===== config.mk =====
export PLATFORM = sky130hd
export DESIGN_NAME = bitmanip_scheduler_flat
export DESIGN_NICKNAME = d
export VERILOG_FILES = /design/src/rtl/bitmanip_scheduler_pkg.sv /design/src/rtl/bitmanip_scheduler_if.sv /design/src/rtl/bitmanip_scheduler_bitcount_unit.sv /design/src/rtl/bitmanip_scheduler.sv /design/src/flat_wrapper.sv
export SDC_FILE = /design/constraint.sdc
export NUM_CORES = 1
export LEC_CHECK = 0
export BUFFER_PORTS_ARGS = -buffer_cell sky130_fd_sc_hd__buf_2
export CAP_MARGIN = 20
export CORE_ASPECT_RATIO = 0.9
export CORE_MARGIN = 2
export CORE_UTILIZATION = 52
export DETAILED_ROUTE_END_ITERATION = 6
export HOLD_SLACK_MARGIN = 0.06
export PLACE_DENSITY = 0.79
export SYNTH_ARGS = -nofsm -noshare
export SYNTH_HDL_FRONTEND = slang
export SYNTH_SLANG_ARGS = --single-unit

===== constraint.sdc =====
create_clock -name clk -period 5.95 [get_ports clk]
set_clock_uncertainty 0.05 [all_clocks]
set_input_delay 1.4875 -clock clk [delete_from_list [all_inputs] [get_ports clk]]
set_output_delay 1.4875 -clock clk [all_outputs]
set_load 0.01 [all_outputs]

===== src/rtl/bitmanip_scheduler_pkg.sv =====
// Shared types for the bit-count scheduler: word type, op encoding and
// the per-byte leading/trailing zero helpers used by the datapath.
package bitmanip_scheduler_pkg;

    localparam int BITOP_W   = 2;
    localparam int WORD_BITS = 32;

    typedef logic [WORD_BITS-1:0] word_t;

    typedef enum logic [BITOP_W-1:0] {
        BITOP_CLZ  = 2'b00,
        BITOP_CTZ  = 2'b01,
        BITOP_CPOP = 2'b10,
        BITOP_RSVD = 2'b11
    } bitop_e;

    // Only meaningful for a nonzero byte; the caller handles all-zero bytes.
    function automatic logic [3:0] byte_clz(input logic [7:0] b);
        logic [3:0] n;
        n = 4'd8;
        for (int i = 0; i < 8; i++) begin
            if (b[i]) n = 4'(7 - i);
        end
        return n;
    endfunction

    function automatic logic [3:0] byte_ctz(input logic [7:0] b);
        logic [3:0] n;
        n = 4'd8;
        for (int i = 7; i >= 0; i--) begin
            if (b[i]) n = 4'(i);
        end
        return n;
    endfunction

endpackage


===== src/rtl/bitmanip_scheduler_if.sv =====
// Request/result bundle between the issue ports, the shared bit-count
// scheduler and the writeback arbiter.
interface bitmanip_scheduler_if #(
    parameter int NUM_REQ = 2,
    parameter int TAG_W   = 5
);
    localparam int PORT_W = $clog2(NUM_REQ);

    logic [NUM_REQ-1:0]         req_valid;
    logic [NUM_REQ-1:0]         req_ready;
    logic [NUM_REQ*2-1:0]       req_op;
    logic [NUM_REQ*32-1:0]      req_operand;
    logic [NUM_REQ*TAG_W-1:0]   req_tag;

    logic                       res_valid;
    logic                       res_ready;
    logic [31:0]                res_data;
    logic [PORT_W-1:0]          res_port;
    logic [TAG_W-1:0]           res_tag;

    modport master (
        output req_valid, req_op, req_operand, req_tag, res_ready,
        input  req_ready, res_valid, res_data, res_port, res_tag
    );

    modport slave (
        input  req_valid, req_op, req_operand, req_tag, res_ready,
        output req_ready, res_valid, res_data, res_port, res_tag
    );
endinterface


===== src/rtl/bitmanip_scheduler_bitcount_unit.sv =====
// Combinational CLZ/CTZ/CPOP datapath built from byte-wise zero counts
// plus a bit popcount; reserved op yields zero.
module bitcount_unit
    import bitmanip_scheduler_pkg::*;
(
    input  bitop_e op_i,
    input  word_t  operand_i,
    output word_t  result_o
);
    localparam int NBYTES = WORD_BITS / 8;

    logic [5:0] clz;
    logic [5:0] ctz;
    logic [5:0] cpop;

    // The most significant nonzero byte decides CLZ, the least significant decides CTZ.
    always_comb begin
        clz  = 6'd32;
        ctz  = 6'd32;
        cpop = '0;
        for (int k = 0; k < NBYTES; k++) begin
            if (operand_i[8*k +: 8] != 8'h00)
                clz = 6'(8 * (NBYTES - 1 - k)) + 6'(byte_clz(operand_i[8*k +: 8]));
        end
        for (int k = NBYTES - 1; k >= 0; k--) begin
            if (operand_i[8*k +: 8] != 8'h00)
                ctz = 6'(8 * k) + 6'(byte_ctz(operand_i[8*k +: 8]));
        end
        for (int i = 0; i < WORD_BITS; i++) begin
            cpop = cpop + 6'(operand_i[i]);
        end
    end

    always_comb begin
        result_o = '0;
        case (op_i)
            BITOP_CLZ:  result_o = word_t'(clz);
            BITOP_CTZ:  result_o = word_t'(ctz);
            BITOP_CPOP: result_o = word_t'(cpop);
            default:    result_o = '0;
        endcase
    end

endmodule


===== src/rtl/bitmanip_scheduler.sv =====
// Round-robin shared bit-count unit with a 2-stage elastic pipeline.
// Optional per-port op and stall counters under BITMANIP_PERF_CNT_EN.
module bitmanip_scheduler
    import bitmanip_scheduler_pkg::*;
#(
    parameter int NUM_REQ = 2,
    parameter int TAG_W   = 5
) (
    input  logic                          clk,
    input  logic                          rst_n,
    input  logic                          flush,
`ifdef BITMANIP_PERF_CNT_EN
    output logic [NUM_REQ*WORD_BITS-1:0]  perf_ops,
    output logic [WORD_BITS-1:0]          perf_stall,
`endif
    bitmanip_scheduler_if.slave           bm
);
    localparam int PORT_W = $clog2(NUM_REQ);
    typedef logic [PORT_W-1:0] port_t;
    typedef logic [TAG_W-1:0]  tag_t;

    logic   s1_valid_q, s1_valid_d;
    bitop_e s1_op_q, s1_op_d;
    word_t  s1_operand_q, s1_operand_d;
    tag_t   s1_tag_q, s1_tag_d;
    port_t  s1_port_q, s1_port_d;

    logic   s2_valid_q, s2_valid_d;
    word_t  s2_data_q, s2_data_d;
    tag_t   s2_tag_q, s2_tag_d;
    port_t  s2_port_q, s2_port_d;

    port_t  rr_ptr_q, rr_ptr_d;

    logic   s2_free, s1_free, grant, gnt_found;
    port_t  gnt_idx;
    word_t  bc_result;

    // A stage can take new data when it is empty or its contents leave this cycle.
    assign s2_free = !s2_valid_q || bm.res_ready;
    assign s1_free = !s1_valid_q || s2_free;
    assign grant   = gnt_found && s1_free && !flush && rst_n;

    always_comb begin
        gnt_found = 1'b0;
        gnt_idx   = rr_ptr_q;
        for (int k = 0; k < NUM_REQ; k++) begin
            if (!gnt_found && bm.req_valid[(int'(rr_ptr_q) + k) % NUM_REQ]) begin
                gnt_found = 1'b1;
                gnt_idx   = port_t'((int'(rr_ptr_q) + k) % NUM_REQ);
            end
        end
    end

    always_comb begin
        bm.req_ready = '0;
        if (grant) bm.req_ready[gnt_idx] = 1'b1;
    end

    always_comb begin
        rr_ptr_d = rr_ptr_q;
        if (grant)
            rr_ptr_d = (int'(gnt_idx) == NUM_REQ - 1) ? '0 : port_t'(gnt_idx + 1'b1);
    end

    bitcount_unit u_bitcount (
        .op_i      (s1_op_q),
        .operand_i (s1_operand_q),
        .result_o  (bc_result)
    );

    // NOTE: every next-state signal gets its hold value first so no path leaves it unassigned (no latch).
    always_comb begin
        s1_valid_d   = s1_valid_q;
        s1_op_d      = s1_op_q;
        s1_operand_d = s1_operand_q;
        s1_tag_d     = s1_tag_q;
        s1_port_d    = s1_port_q;
        if (grant) begin
            s1_op_d      = bitop_e'(bm.req_op[gnt_idx*BITOP_W +: BITOP_W]);
            s1_operand_d = bm.req_operand[gnt_idx*WORD_BITS +: WORD_BITS];
            s1_tag_d     = bm.req_tag[gnt_idx*TAG_W +: TAG_W];
            s1_port_d    = gnt_idx;
        end
        if (flush)        s1_valid_d = 1'b0;
        else if (s1_free) s1_valid_d = grant;

        s2_valid_d = s2_valid_q;
        s2_data_d  = s2_data_q;
        s2_tag_d   = s2_tag_q;
        s2_port_d  = s2_port_q;
        if (s2_free && s1_valid_q) begin
            s2_data_d = bc_result;
            s2_tag_d  = s1_tag_q;
            s2_port_d = s1_port_q;
        end
        if (flush)        s2_valid_d = 1'b0;
        else if (s2_free) s2_valid_d = s1_valid_q;
    end

    // NOTE: non-blocking assignments so every register samples pre-edge values.
    always_ff @(posedge clk) begin
        if (!rst_n) begin
            s1_valid_q   <= 1'b0;
            s1_op_q      <= BITOP_CLZ;
            s1_operand_q <= '0;
            s1_tag_q     <= '0;
            s1_port_q    <= '0;
            s2_valid_q   <= 1'b0;
            s2_data_q    <= '0;
            s2_tag_q     <= '0;
            s2_port_q    <= '0;
            rr_ptr_q     <= '0;
        end else begin
            s1_valid_q   <= s1_valid_d;
            s1_op_q      <= s1_op_d;
            s1_operand_q <= s1_operand_d;
            s1_tag_q     <= s1_tag_d;
            s1_port_q    <= s1_port_d;
            s2_valid_q   <= s2_valid_d;
            s2_data_q    <= s2_data_d;
            s2_tag_q     <= s2_tag_d;
            s2_port_q    <= s2_port_d;
            rr_ptr_q     <= rr_ptr_d;
        end
    end

    assign bm.res_valid = s2_valid_q;
    assign bm.res_data  = s2_data_q;
    assign bm.res_tag   = s2_tag_q;
    assign bm.res_port  = s2_port_q;

`ifdef BITMANIP_PERF_CNT_EN
    logic [NUM_REQ-1:0][WORD_BITS-1:0] perf_ops_q, perf_ops_d;
    word_t                             perf_stall_q, perf_stall_d;

    // Counters survive flush; only reset clears them.
    always_comb begin
        perf_ops_d   = perf_ops_q;
        perf_stall_d = perf_stall_q;
        if (grant) perf_ops_d[gnt_idx] = perf_ops_q[gnt_idx] + 1'b1;
        if (s2_valid_q && !bm.res_ready) perf_stall_d = perf_stall_q + 1'b1;
    end

    always_ff @(posedge clk) begin
        if (!rst_n) begin
            perf_ops_q   <= '0;
            perf_stall_q <= '0;
        end else begin
            perf_ops_q   <= perf_ops_d;
            perf_stall_q <= perf_stall_d;
        end
    end

    assign perf_ops   = perf_ops_q;
    assign perf_stall = perf_stall_q;
`endif

endmodule


===== src/flat_wrapper.sv =====
// flat-port wrapper written by rule: the top's interface ports become plain ports
module bitmanip_scheduler_flat import bitmanip_scheduler_pkg::*;
#(
    parameter int NUM_REQ = 2,
    parameter int TAG_W   = 5
)
  (clk, rst_n, flush, bm_req_valid, bm_req_op, bm_req_operand, bm_req_tag, bm_res_ready, bm_req_ready, bm_res_valid, bm_res_data, bm_res_port, bm_res_tag);
  bitmanip_scheduler_if #(.NUM_REQ(NUM_REQ), .TAG_W(TAG_W)) bm_i ();
  input  logic clk;
  input  logic rst_n;
  input  logic flush;
  input wire logic [$bits(bm_i.req_valid)-1:0] bm_req_valid;
  input wire logic [$bits(bm_i.req_op)-1:0] bm_req_op;
  input wire logic [$bits(bm_i.req_operand)-1:0] bm_req_operand;
  input wire logic [$bits(bm_i.req_tag)-1:0] bm_req_tag;
  input wire logic [$bits(bm_i.res_ready)-1:0] bm_res_ready;
  output wire logic [$bits(bm_i.req_ready)-1:0] bm_req_ready;
  output wire logic [$bits(bm_i.res_valid)-1:0] bm_res_valid;
  output wire logic [$bits(bm_i.res_data)-1:0] bm_res_data;
  output wire logic [$bits(bm_i.res_port)-1:0] bm_res_port;
  output wire logic [$bits(bm_i.res_tag)-1:0] bm_res_tag;
  assign bm_i.req_valid = bm_req_valid;
  assign bm_i.req_op = bm_req_op;
  assign bm_i.req_operand = bm_req_operand;
  assign bm_i.req_tag = bm_req_tag;
  assign bm_i.res_ready = bm_res_ready;
  assign bm_req_ready = bm_i.req_ready;
  assign bm_res_valid = bm_i.res_valid;
  assign bm_res_data = bm_i.res_data;
  assign bm_res_port = bm_i.res_port;
  assign bm_res_tag = bm_i.res_tag;
  bitmanip_scheduler #(.NUM_REQ(NUM_REQ), .TAG_W(TAG_W)) u_core (.clk(clk), .rst_n(rst_n), .flush(flush), .bm(bm_i));
endmodule

==> impl_metrics.yaml <==
run_status:
  outcome: "finished clean"
sta:
  fin_crit_sh_pct: 90.0
  fmax_mhz: 187
  report.final.setup_viol: 0
  grt_setup_unrepaired: "false"
  fin_crit_ns: 5.36
  hold_viol_final: 0
  final_report_max_slew_violation_count: 0
  maxSlewHeadroom_pct: 39.1
  tightest_slew_ns: 0.912
  final.setup.tns_ns: 0
yosys:
  post_synthesis_sequential_element_count: 55
  synth_edf_count: 0
  async_reset_ff_share_pct: 0
  synthesis.area_mm2: 0.00383
  yosys.cell_types.count: 47
  synth-main-ff-cell: "dfxtp_1"
  synth.yosys.warnings: 0
  synth_cells: 440
  post_synthesis_sequential_area_ratio_pct: 28.8
  post_synth.cell_area_avg_um2: 8.70
clock_network:
  cts_hold_buffers: 0
  total_clock_sinks: 55
  root_buffer: "clkbuf_8"
  clock_tree_from_tritoncts: "done"
  clock_tree.htree_level_count: 2
  cts_repair_resize_count: 0
  cts_setup_buffers: 0
  cts_inserted_buffers: 5
  worst_setup_hold_path_clk_slew_ns: 0.11
  buffer_levels_on_the_longest_clock_path: 2
  clock_insertion_delay_worst_skew_ns: 0.32
final_layout:
  post_layout_nonfiller_instances: 618
  finalCoreUtilization_pct: 61.7
  layout.cells.most_common_list: "98 x buf_2, 55 x dfxtp_1, 48 x inv_1"
  mostFrequentLayoutCell: "buf_2"
  drive_gt1_share_pct: 21.9
  area_delta_synth_final_pct: 14.1
  antenna_fix_cells: 0
  nets: 642
critical_path:
  timing.reg2reg.setup_slack_ns: 0.59
  cp_slowest_cell: "fa_1"
  reg2reg_depth: 17
  cp_cell_sequence: "inv_1 -> fa_1 -> fa_1 -> fa_1 -> inv_1 -> fa_1 -> fa_1 -> inv_1 -> fa_1 -> inv_1 -> ha_1 -> a21o_1 -> a21oi_1 -> xnor2_1 -> a21oi_1 -> o221ai_1 -> a32o_1"
  most_frequent_cell_on_critical_path: "fa_1"
  worst-endpoint-required_ns: 6.12
  cp-startpoint: "u_core.s1_operand_q[0]$_SDFFE_PN0P_"
  maximum_single_stage_delay_on_the_critical_path_ns: 0.59
  worstSetupEndpoint: "u_core.bm.res_data[3]$_SDFFE_PN0P_"
  critPathCaptureType: "register"
  timing.critical_path.fanout_max: 6
  depth_of_the_critical_timing_path_with_buffers_and_inverters_included: 17
  critPathBufInv: 4
  worst_ep_arrival_time_ns: 5.53
  startpoint_of_the_most_critical_register_to_register_path: "u_core.s1_operand_q[0]$_SDFFE_PN0P_"
  worst-setup-path-type: "reg2reg"
  worst_r2r_endpoint: "u_core.bm.res_data[3]$_SDFFE_PN0P_"
  crit_start_category: "register"
  critical-path-top-delay-family: "adder cells"
global_route:
  global_route.usage.total_pct: 27.1
  via_count_of_the_first_global_routing_pass: 3538
  grt_max_degree: 55
  grt_first_pass_wirelength_mm: 17.4
  gr-max-usage-layer: "met2"
  antenna_found_initial: 0
  global_route.usage.met3_pct: 5.33
  met2_usage_pct: 41.4
  globalRoute.totalOverflow: 0
  groute.layer.met1.usage_pct: 40.4
power:
  power.leakage_nw: 1.93
  cellPowerDensity_mw_per_mm2: 233
  max-vdd-ir-drop_mv: 0.139
floorplanning:
  die_height_um: 85.4
  io-pin-count: 125
  chipWidth_um: 94.4
  floorplan.die_area_mm2: 0.00806
  floorplan.rows: 29
  core_mm2: 0.00708
  start_util_pct: 54.1
detailed_routing:
  route.detailed.drc: 0
  first_pass_iters: 6
  drtIter0Drc: 623
  totalWireLength_mm: 10.5
  detail_route.vias_per_cell: 5.91
  routed_wire_length_per_instance_um: 17.1
  drt.antenna.violating_nets: 0
  vias_post_dr: 3650
place:
  detailedPlacementHpwl_mm: 8.04
  finalWeightedCongestion: 0.966
  place.detailed.instances: 610
  port_buffers: 98
min_path:
  timing.hold.worst.class: "reg2reg"
run:
  drv_cap: 0
[worst min-delay path, delay by kind of cell (launching register included)]
family	cells	cell delay [ns]
DFF	1	0.33
AOI/OAI and AO/OA	1	0.06
and+or+nand+nor	1	0.05
[sequential cells by signal, summed over array words and instances (netlist names)]
register             count
u_core.bm.res_port       1
u_core.s1_tag_q          5
u_core.s1_valid_q        1
u_core.bm.res_data       6
u_core.s1_operand_q     32
u_core.bm.res_valid      1
u_core.s1_op_q           2
u_core.bm.res_tag        5
u_core.s1_port_q         1
u_core.rr_ptr_q          1
[area by class of cell]
class / instances / area, um^2
Fill cell: 604 / 2710
Multi-Input combinational cell: 311 / 2350
Sequential cell: 55 / 1100
Timing Repair Buffer: 103 / 528
Inverter: 48 / 180
Tap cell: 93 / 116
Clock buffer: 5 / 68.8
Clock inverter: 3 / 27.5
[report_power, final]
group | total (mW) | internal [mW] | switching [mW]
registers | 0.414 | 0.386 | 0.0277
logic | 0.378 | 0.164 | 0.214
clock network | 0.225 | 0.0869 | 0.139
[per-layer routing]
metal / routed length, um / share of wire, %
met4: 121 / 1.1
met2: 4810 / 46
met3: 935 / 8.9
met1: 4680 / 44
met5: 0 / 0
[worst min-delay path by stage]
stage | start | to | slack (ns) | cells after the start
after global placement | u_core.bm.res_tag[0]$_SDFFE_PN0P_ | u_core.bm.res_tag[0]$_SDFFE_PN0P_ | 0.40 | 2
after global routing | u_core.bm.res_tag[0]$_SDFFE_PN0P_ | u_core.bm.res_tag[0]$_SDFFE_PN0P_ | 0.44 | 2
after CTS | u_core.s1_tag_q[4]$_SDFFE_PN0P_ | u_core.bm.res_tag[4]$_SDFFE_PN0P_ | 0.42 | 2
after floorplan | u_core.s1_tag_q[0]$_SDFFE_PN0P_ | u_core.bm.res_tag[0]$_SDFFE_PN0P_ | 0.39 | 2
after detailed placement | u_core.s1_tag_q[4]$_SDFFE_PN0P_ | u_core.bm.res_tag[4]$_SDFFE_PN0P_ | 0.41 | 2
final | u_core.s1_tag_q[4]$_SDFFE_PN0P_ | u_core.bm.res_tag[4]$_SDFFE_PN0P_ | 0.42 | 2
[stage by stage]
stage	total power, mW	hold slack, ns	instance area (um^2)	setup WS (ns)
after global placement	0.778	0.398	4270	0.769
after global routing	1.09	0.444	4370	0.273
after detailed placement	0.795	0.406	4270	0.605
after floorplan	0.689	0.390	3920	0.974
after CTS	1.02	0.422	4370	0.580
final	1.02	0.420	4370	0.595
[logic make-up after synthesis]
logic type	Yosys count	share of synthesized area (%)
AOI/OAI and AO/OA	118	23.5
xor gates and xnor gates	3	0.687
adders and majority gates	34	15.8
buffers and inverters	99	12.5
DFF	55	28.8
other	1	0.0980
and+or+nand+nor	130	18.7
[cells in the mapped netlist, types with 2 or more instances]
cell / number / area (um^2)
nor2b_1: 47 / 294
a21o_1: 3 / 22.5
nand2b_1: 6 / 37.5
o21bai_1: 2 / 15.0
o21a_1: 2 / 15.0
o21ai_0: 16 / 80.1
buf_4: 26 / 195
nand2_1: 19 / 71.3
clkbuf_1: 23 / 86.3
ha_1: 10 / 125
a211oi_1: 4 / 30.0
nor2_1: 21 / 78.8
nor3_1: 6 / 30.0
xnor2_1: 2 / 17.5
a21oi_1: 20 / 100
or4_4: 2 / 22.5
and3_1: 3 / 18.8
dfxtp_1: 55 / 1100
nor3b_1: 2 / 15.0
inv_1: 48 / 180
a31oi_1: 4 / 25.0
nand3_1: 9 / 45.0
o31ai_1: 4 / 30.0
or3_1: 2 / 12.5
nor4_1: 6 / 37.5
fa_1: 24 / 480
or4_1: 4 / 30.0
a222oi_1: 39 / 390
a21boi_0: 6 / 45.0
o211ai_1: 7 / 52.6
o22ai_1: 2 / 12.5
Power figures use the tool's default switching activity.
